==> config.mk <==
export PLATFORM = sky130hd
export DESIGN_NAME = sonar_scheduler
export DESIGN_NICKNAME = d
export VERILOG_FILES = /design/src/rtl/sonar_scheduler.sv
export SDC_FILE = /design/constraint.sdc
export NUM_CORES = 1
export LEC_CHECK = 0
export CELL_PAD_IN_SITES_DETAIL_PLACEMENT = 0
export CELL_PAD_IN_SITES_GLOBAL_PLACEMENT = 2
export CORE_MARGIN = 1.5
export CORE_UTILIZATION = 34
export CTS_CLUSTER_SIZE = 8
export DETAILED_ROUTE_END_ITERATION = 8
export PLACE_DENSITY_LB_ADDON = 0.1
export SYNTH_ARGS = -nofsm -noshare
export SYNTH_HDL_FRONTEND = slang
export SYNTH_SLANG_ARGS = --single-unit
==> constraint.sdc <==
create_clock -name clk -period 5.9 [get_ports clk]
set_input_delay 0.59 -clock clk [delete_from_list [all_inputs] [get_ports clk]]
set_output_delay 0.59 -clock clk [all_outputs]
set_load 0.05 [all_outputs]
==> src/rtl/sonar_scheduler.sv <==
// Round-robin owner of a single ultrasonic ranging driver shared by NUM_SENSORS sensors.
// Pings one sensor at a time, keeps each sensor's last distance, and waits a guard gap between pings.
module sonar_scheduler #(
    parameter int NUM_SENSORS    = 4,
    parameter int SEL_W          = 2,
    parameter int TIMEOUT_CYCLES = 2_000_000,
    parameter int GUARD_CYCLES   = 3_000_000,
    parameter int NEAR_CM        = 30
) (
    input  logic                     clk,
    input  logic                     rst,
    input  logic                     i_enable,
    input  logic                     i_start,
    input  logic [NUM_SENSORS-1:0]   i_sensor_mask,
    input  logic                     i_drv_busy,
    input  logic [7:0]               i_drv_distance,
    output logic                     o_drv_measure,
    output logic [SEL_W-1:0]         o_drv_sel,
    output logic                     o_drv_abort,
    output logic [8*NUM_SENSORS-1:0] o_dist_bus,
    output logic [NUM_SENSORS-1:0]   o_valid_mask,
    output logic [NUM_SENSORS-1:0]   o_timeout_mask,
    output logic [NUM_SENSORS-1:0]   o_near_mask,
    output logic                     o_any_near,
    output logic                     o_sweep_done,
    output logic [2:0]               o_dbg_state
);

    typedef enum logic [2:0] {
        S_IDLE  = 3'd0,
        S_START = 3'd1,
        S_WAIT  = 3'd2,
        S_STORE = 3'd3,
        S_ABORT = 3'd4,
        S_GUARD = 3'd5
    } state_t;

    localparam int MAX_CNT = (TIMEOUT_CYCLES > GUARD_CYCLES) ? TIMEOUT_CYCLES : GUARD_CYCLES;
    localparam int CNT_W   = $clog2(MAX_CNT + 1);
    localparam logic [CNT_W-1:0] TO_LAST = CNT_W'(TIMEOUT_CYCLES - 1);
    localparam logic [CNT_W-1:0] GD_LAST = CNT_W'(GUARD_CYCLES - 1);

    state_t                     r_state;
    state_t                     w_state_nxt;
    logic [SEL_W-1:0]           r_cur;
    logic [CNT_W-1:0]           r_cnt;
    logic                       r_busy_seen;
    logic                       r_one_shot;
    logic [8*NUM_SENSORS-1:0]   r_dist;
    logic [NUM_SENSORS-1:0]     r_valid;
    logic [NUM_SENSORS-1:0]     r_timeout;
    logic [NUM_SENSORS-1:0]     r_near;

    logic                       w_load_cur;
    logic [SEL_W-1:0]           w_cur_nxt;
    logic                       w_sweep_done;
    logic                       w_any_mask;
    logic [SEL_W-1:0]           w_lowest;
    logic                       w_has_above;
    logic [SEL_W-1:0]           w_above;

    assign w_any_mask = |i_sensor_mask;

    // Lowest enabled sensor overall, and lowest enabled sensor strictly above the current one.
    always_comb begin
        w_lowest    = '0;
        w_has_above = 1'b0;
        w_above     = '0;
        for (int i = NUM_SENSORS - 1; i >= 0; i--) begin
            if (i_sensor_mask[i]) begin
                w_lowest = SEL_W'(i);
                if (i > int'(r_cur)) begin
                    w_has_above = 1'b1;
                    w_above     = SEL_W'(i);
                end
            end
        end
    end

    always_comb begin
        w_state_nxt  = r_state;
        w_load_cur   = 1'b0;
        w_cur_nxt    = r_cur;
        w_sweep_done = 1'b0;
        case (r_state)
            S_IDLE: begin
                if ((i_enable || i_start) && w_any_mask) begin
                    w_state_nxt = S_START;
                    w_load_cur  = 1'b1;
                    w_cur_nxt   = w_lowest;
                end
            end
            S_START: w_state_nxt = S_WAIT;
            S_WAIT: begin
                // Timeout wins over a completion seen in the same cycle.
                if (r_cnt == TO_LAST) begin
                    w_state_nxt = S_ABORT;
                end else if (r_busy_seen && !i_drv_busy) begin
                    w_state_nxt = S_STORE;
                end
            end
            S_STORE: w_state_nxt = S_GUARD;
            S_ABORT: w_state_nxt = S_GUARD;
            S_GUARD: begin
                if (r_cnt == GD_LAST) begin
                    if (w_has_above) begin
                        w_state_nxt = S_START;
                        w_load_cur  = 1'b1;
                        w_cur_nxt   = w_above;
                    end else begin
                        w_sweep_done = 1'b1;
                        if (i_enable && !r_one_shot && w_any_mask) begin
                            w_state_nxt = S_START;
                            w_load_cur  = 1'b1;
                            w_cur_nxt   = w_lowest;
                        end else begin
                            w_state_nxt = S_IDLE;
                        end
                    end
                end
            end
            default: w_state_nxt = S_IDLE;
        endcase
    end

    always_ff @(posedge clk or posedge rst) begin
        if (rst) begin
            r_state <= S_IDLE;
        end else begin
            r_state <= w_state_nxt;
        end
    end

    // One counter serves both the WAIT timeout and the GUARD gap; it restarts on entry to each.
    always_ff @(posedge clk or posedge rst) begin
        if (rst) begin
            r_cur       <= '0;
            r_cnt       <= '0;
            r_busy_seen <= 1'b0;
            r_one_shot  <= 1'b0;
        end else begin
            if (w_load_cur) begin
                r_cur <= w_cur_nxt;
            end
            case (r_state)
                S_WAIT, S_GUARD: r_cnt <= r_cnt + CNT_W'(1);
                default:         r_cnt <= '0;
            endcase
            if (r_state == S_START) begin
                r_busy_seen <= 1'b0;
            end else if (r_state == S_WAIT && i_drv_busy) begin
                r_busy_seen <= 1'b1;
            end
            if (r_state == S_IDLE && w_load_cur) begin
                r_one_shot <= i_start && !i_enable;
            end else if (r_state == S_GUARD && w_state_nxt == S_IDLE) begin
                r_one_shot <= 1'b0;
            end
        end
    end

    always_ff @(posedge clk or posedge rst) begin
        if (rst) begin
            r_dist    <= '0;
            r_valid   <= '0;
            r_timeout <= '0;
            r_near    <= '0;
        end else if (r_state == S_STORE) begin
            r_dist[{r_cur, 3'b000} +: 8] <= i_drv_distance;
            r_valid[r_cur]               <= 1'b1;
            r_timeout[r_cur]             <= 1'b0;
            r_near[r_cur]                <= (i_drv_distance != 8'd0) && (i_drv_distance < 8'(NEAR_CM));
        end else if (r_state == S_ABORT) begin
            r_dist[{r_cur, 3'b000} +: 8] <= 8'hFF;
            r_timeout[r_cur]             <= 1'b1;
            r_near[r_cur]                <= 1'b0;
        end
    end

    assign o_drv_measure  = (r_state == S_START);
    assign o_drv_abort    = (r_state == S_ABORT);
    assign o_drv_sel      = r_cur;
    assign o_dist_bus     = r_dist;
    assign o_valid_mask   = r_valid;
    assign o_timeout_mask = r_timeout;
    assign o_near_mask    = r_near;
    assign o_any_near     = |r_near;
    assign o_sweep_done   = w_sweep_done;
    assign o_dbg_state    = r_state;

endmodule
==> impl_metrics.ini <==
[critical_path]
critical_path_class = register to output port
slowest_stage = clkdlybuf4s50_1
crit_chain = or4b_4 -> nor4_4 -> nand3_2 -> nor3_1 -> clkdlybuf4s50_1
cpLargestDelayFamily = simple AND/OR/NAND/NOR gates
cp_slowest_stage_delay_ns = 0.85
cp-start-kind = register
cp.arrival_ns = 2.93
crit_path_max_fanout = 4
critPathBufInv = 1
end_kind = output port
worstPathRequired_ns = 5.31

[logic_synthesis]
synth_seq_area_share_pct = 53.4
netlist_instances = 363
avgSynthCellArea_sq_um = 9.43
ys_ff_latch = 73
syn_area_sq_um = 3420
synth_fp_nets = 385
synth_edf_count = 0
ys_types = 46
ys.flop_type = dfrtp_1
synthArstFlopShare_pct = 100
yosys_warnings = 0

[place]
io_buffers = 69
routabilityCongestion = 0.765
post-place-ws_ns = 2.77
dp_hpwl_um = 6150

[hold_path]
hold_path_class = register to register

[timing]
setup_slack_ns = 2.38
skew_ns = 0.0110
worst_slew_pin_slew_ns = 1.09
hold_violations = 0
final.period_utilization_pct = 59.6
finalSetupViolations = 0
fmax_mhz = 284
finalSetupTns_ns = 0
rsz0062_at_grt = false
final.min_clock_period_ns = 3.52
relSlewSlack_pct = 27.5
slew_viol_final = 0

[job]
max-cap-violations = 0

[status]
outcome = completed

[floorplanning]
initial_utilization_pct = 35.0
die_x_um = 103
dieArea_sq_um = 10700
die_h_um = 103
rows = 36
io_pins = 70
core-area_sq_um = 9770

[global_route]
use_met3_pct = 3.97
grt_pass1_wl_um = 14200
met1_usage_pct = 26.9
grt_usage_pct = 17.7
grt_max_degree = 74
grt_overflow = 0
grt_pass1_vias = 2598
grt_antenna_before_repair = 0
grt.busiest_layer = met1
met2_usage_pct = 24.9

[finish]
drive_gt1_share_pct = 6.21
n_antenna_cell = 0
fin_nets = 452
area_delta_synth_final_pct = 31.2

[power_and_ir_drop]
p_leak_nw = 1.87
pwr_density_cell_nw_per_um2 = 609
finalPower_mw = 2.73
irDropWorstVdd_mv = 0.313

[clock_tree]
clk_latency_ns = 0.34
postCtsHoldBufs = 0
clk_pin_slew_worst_paths_ns = 0.08
ctsResizeCount = 0
root_buffer = clkbuf_8
cts_max_level = 3
clkSinkCount = 73
cts_setup_buffers = 0
cts_made_buffers = 9
cts_tree = yes
cts-root-to-sink-buffers = 2

[detailed_routing]
wl_um = 8910
via_per_inst = 4.90
antenna_left = 0
drt_iter0_drc = 148
first_pass_iters = 5
routedWlPerCell_um = 15.7
dr_total_vias = 2782
drc = 0
-- routing by layer --
layer  part of all wire (%)  vias up
li1                       -     1380
met1                     52     1335
met2                     43       63
met3                    4.2        4
met4                   0.73        0
met5                      0        -
-- worst paths after layout --
kind	startpoint	endpoint	slack, ns	cells past startpoint
min in group asynchronous	rst	r_cnt[5]	0.85	3
min reg2reg	o_valid_mask[2]	o_valid_mask[2]	0.47	1
max	r_cnt[8]	o_sweep_done	2.38	5
max reg2reg	o_drv_sel[0]	o_drv_sel[0]	3.57	7
max in group asynchronous	rst	o_dist_bus[9]	4.41	3
min	o_valid_mask[2]	o_valid_mask[2]	0.47	1
-- worst register-to-register path, stage by stage (launching register included) --
cell and delay (ns):
dfrtp_1 0.46, inv_1 0.13, ha_1 0.26, or3b_2 0.50, nand3_1 0.15, nor2_1 0.09, o31ai_4 0.31, mux2_4 0.32
-- synth_stat cells (all sizes together) (6+ instances only) --
| library cell | count | area (sq um) |
|---|---|---|
| inv | 13 | 48.8 |
| nand2 | 22 | 82.6 |
| nand4 | 9 | 56.3 |
| xor2 | 15 | 131 |
| a21oi | 38 | 190 |
| o21ai | 11 | 55.1 |
| nor2 | 84 | 315 |
| dfrtp | 73 | 1830 |
| nand2b | 6 | 37.5 |
| nand3 | 14 | 75.1 |
| clkbuf | 11 | 41.3 |
-- sequential cells by signal, summed over array words and instances (netlist names), named ones only --
signal and flops:
r_one_shot 1, o_drv_sel 2, r_busy_seen 1, o_dbg_state 3, r_cnt 22, o_valid_mask 4
o_dist_bus 32, o_near_mask 4
-- layout make-up --
| cell class | instances | area (sq um) |
|---|---|---|
| Clock buffer | 12 | 165 |
| Clock inverter | 4 | 97.6 |
| Fill cell | 983 | 5280 |
| Inverter | 13 | 48.8 |
| Multi-Input combinational cell | 262 | 1480 |
| Sequential cell | 73 | 1830 |
| Tap cell | 133 | 166 |
| Timing Repair Buffer | 71 | 706 |
-- logic make-up after synthesis --
family / Yosys count / synth area share [%]
xor gates and xnor gates: 20 / 5.12
adders and majority gates: 5 / 1.83
AOI/OAI and AO/OA: 67 / 11.6
DFF: 73 / 53.4
muxes: 2 / 0.731
and+or+nand+nor: 168 / 23.9
buffers and inverters: 28 / 3.40
-- cells in the final DEF, fill, tap and decap left out, types with 2 or more instances in the layout --
cell type,netlist,final
a21oi_1,38,38
a22o_1,4,4
and2_1,2,2
and4_1,2,2
buf_4,0,2
bufinv_16,0,3
clkbuf_8,0,12
clkdlybuf4s50_1,0,69
dfrtp_1,73,73
ha_1,5,5
inv_1,13,12
nand2_1,22,22
nand2b_1,6,6
nand3_1,13,13
nand4_1,9,9
nor2_1,84,84
nor2b_1,5,5
nor3_1,5,5
nor3b_1,4,4
nor4_1,3,3
o211ai_1,2,2
o21ai_0,10,10
o22ai_1,5,5
or4_1,2,2
xnor2_1,5,5
xor2_1,15,15
-- metrics by stage --
stage | cells | utilization [%] | hold WS, ns | area, sq um
3_3_place_gp | 552 | 43.3 | 0.451 | 4230
2_1_floorplan | 363 | - | 0.469 | 3420
3_5_place_dp | 552 | 43.3 | 0.452 | 4230
6_report | 568 | 45.9 | 0.467 | 4490
4_1_cts | 568 | 45.9 | 0.471 | 4490
5_1_grt | 568 | 45.9 | 0.487 | 4490
-- where the power goes --
group          internal [mW]  total [mW]  switching [mW]
Sequential             0.672       0.798           0.126
Clock                  0.316       0.505           0.189
Combinational          0.458        1.43           0.972
Note: power is estimated with default switching activity, not from simulation.
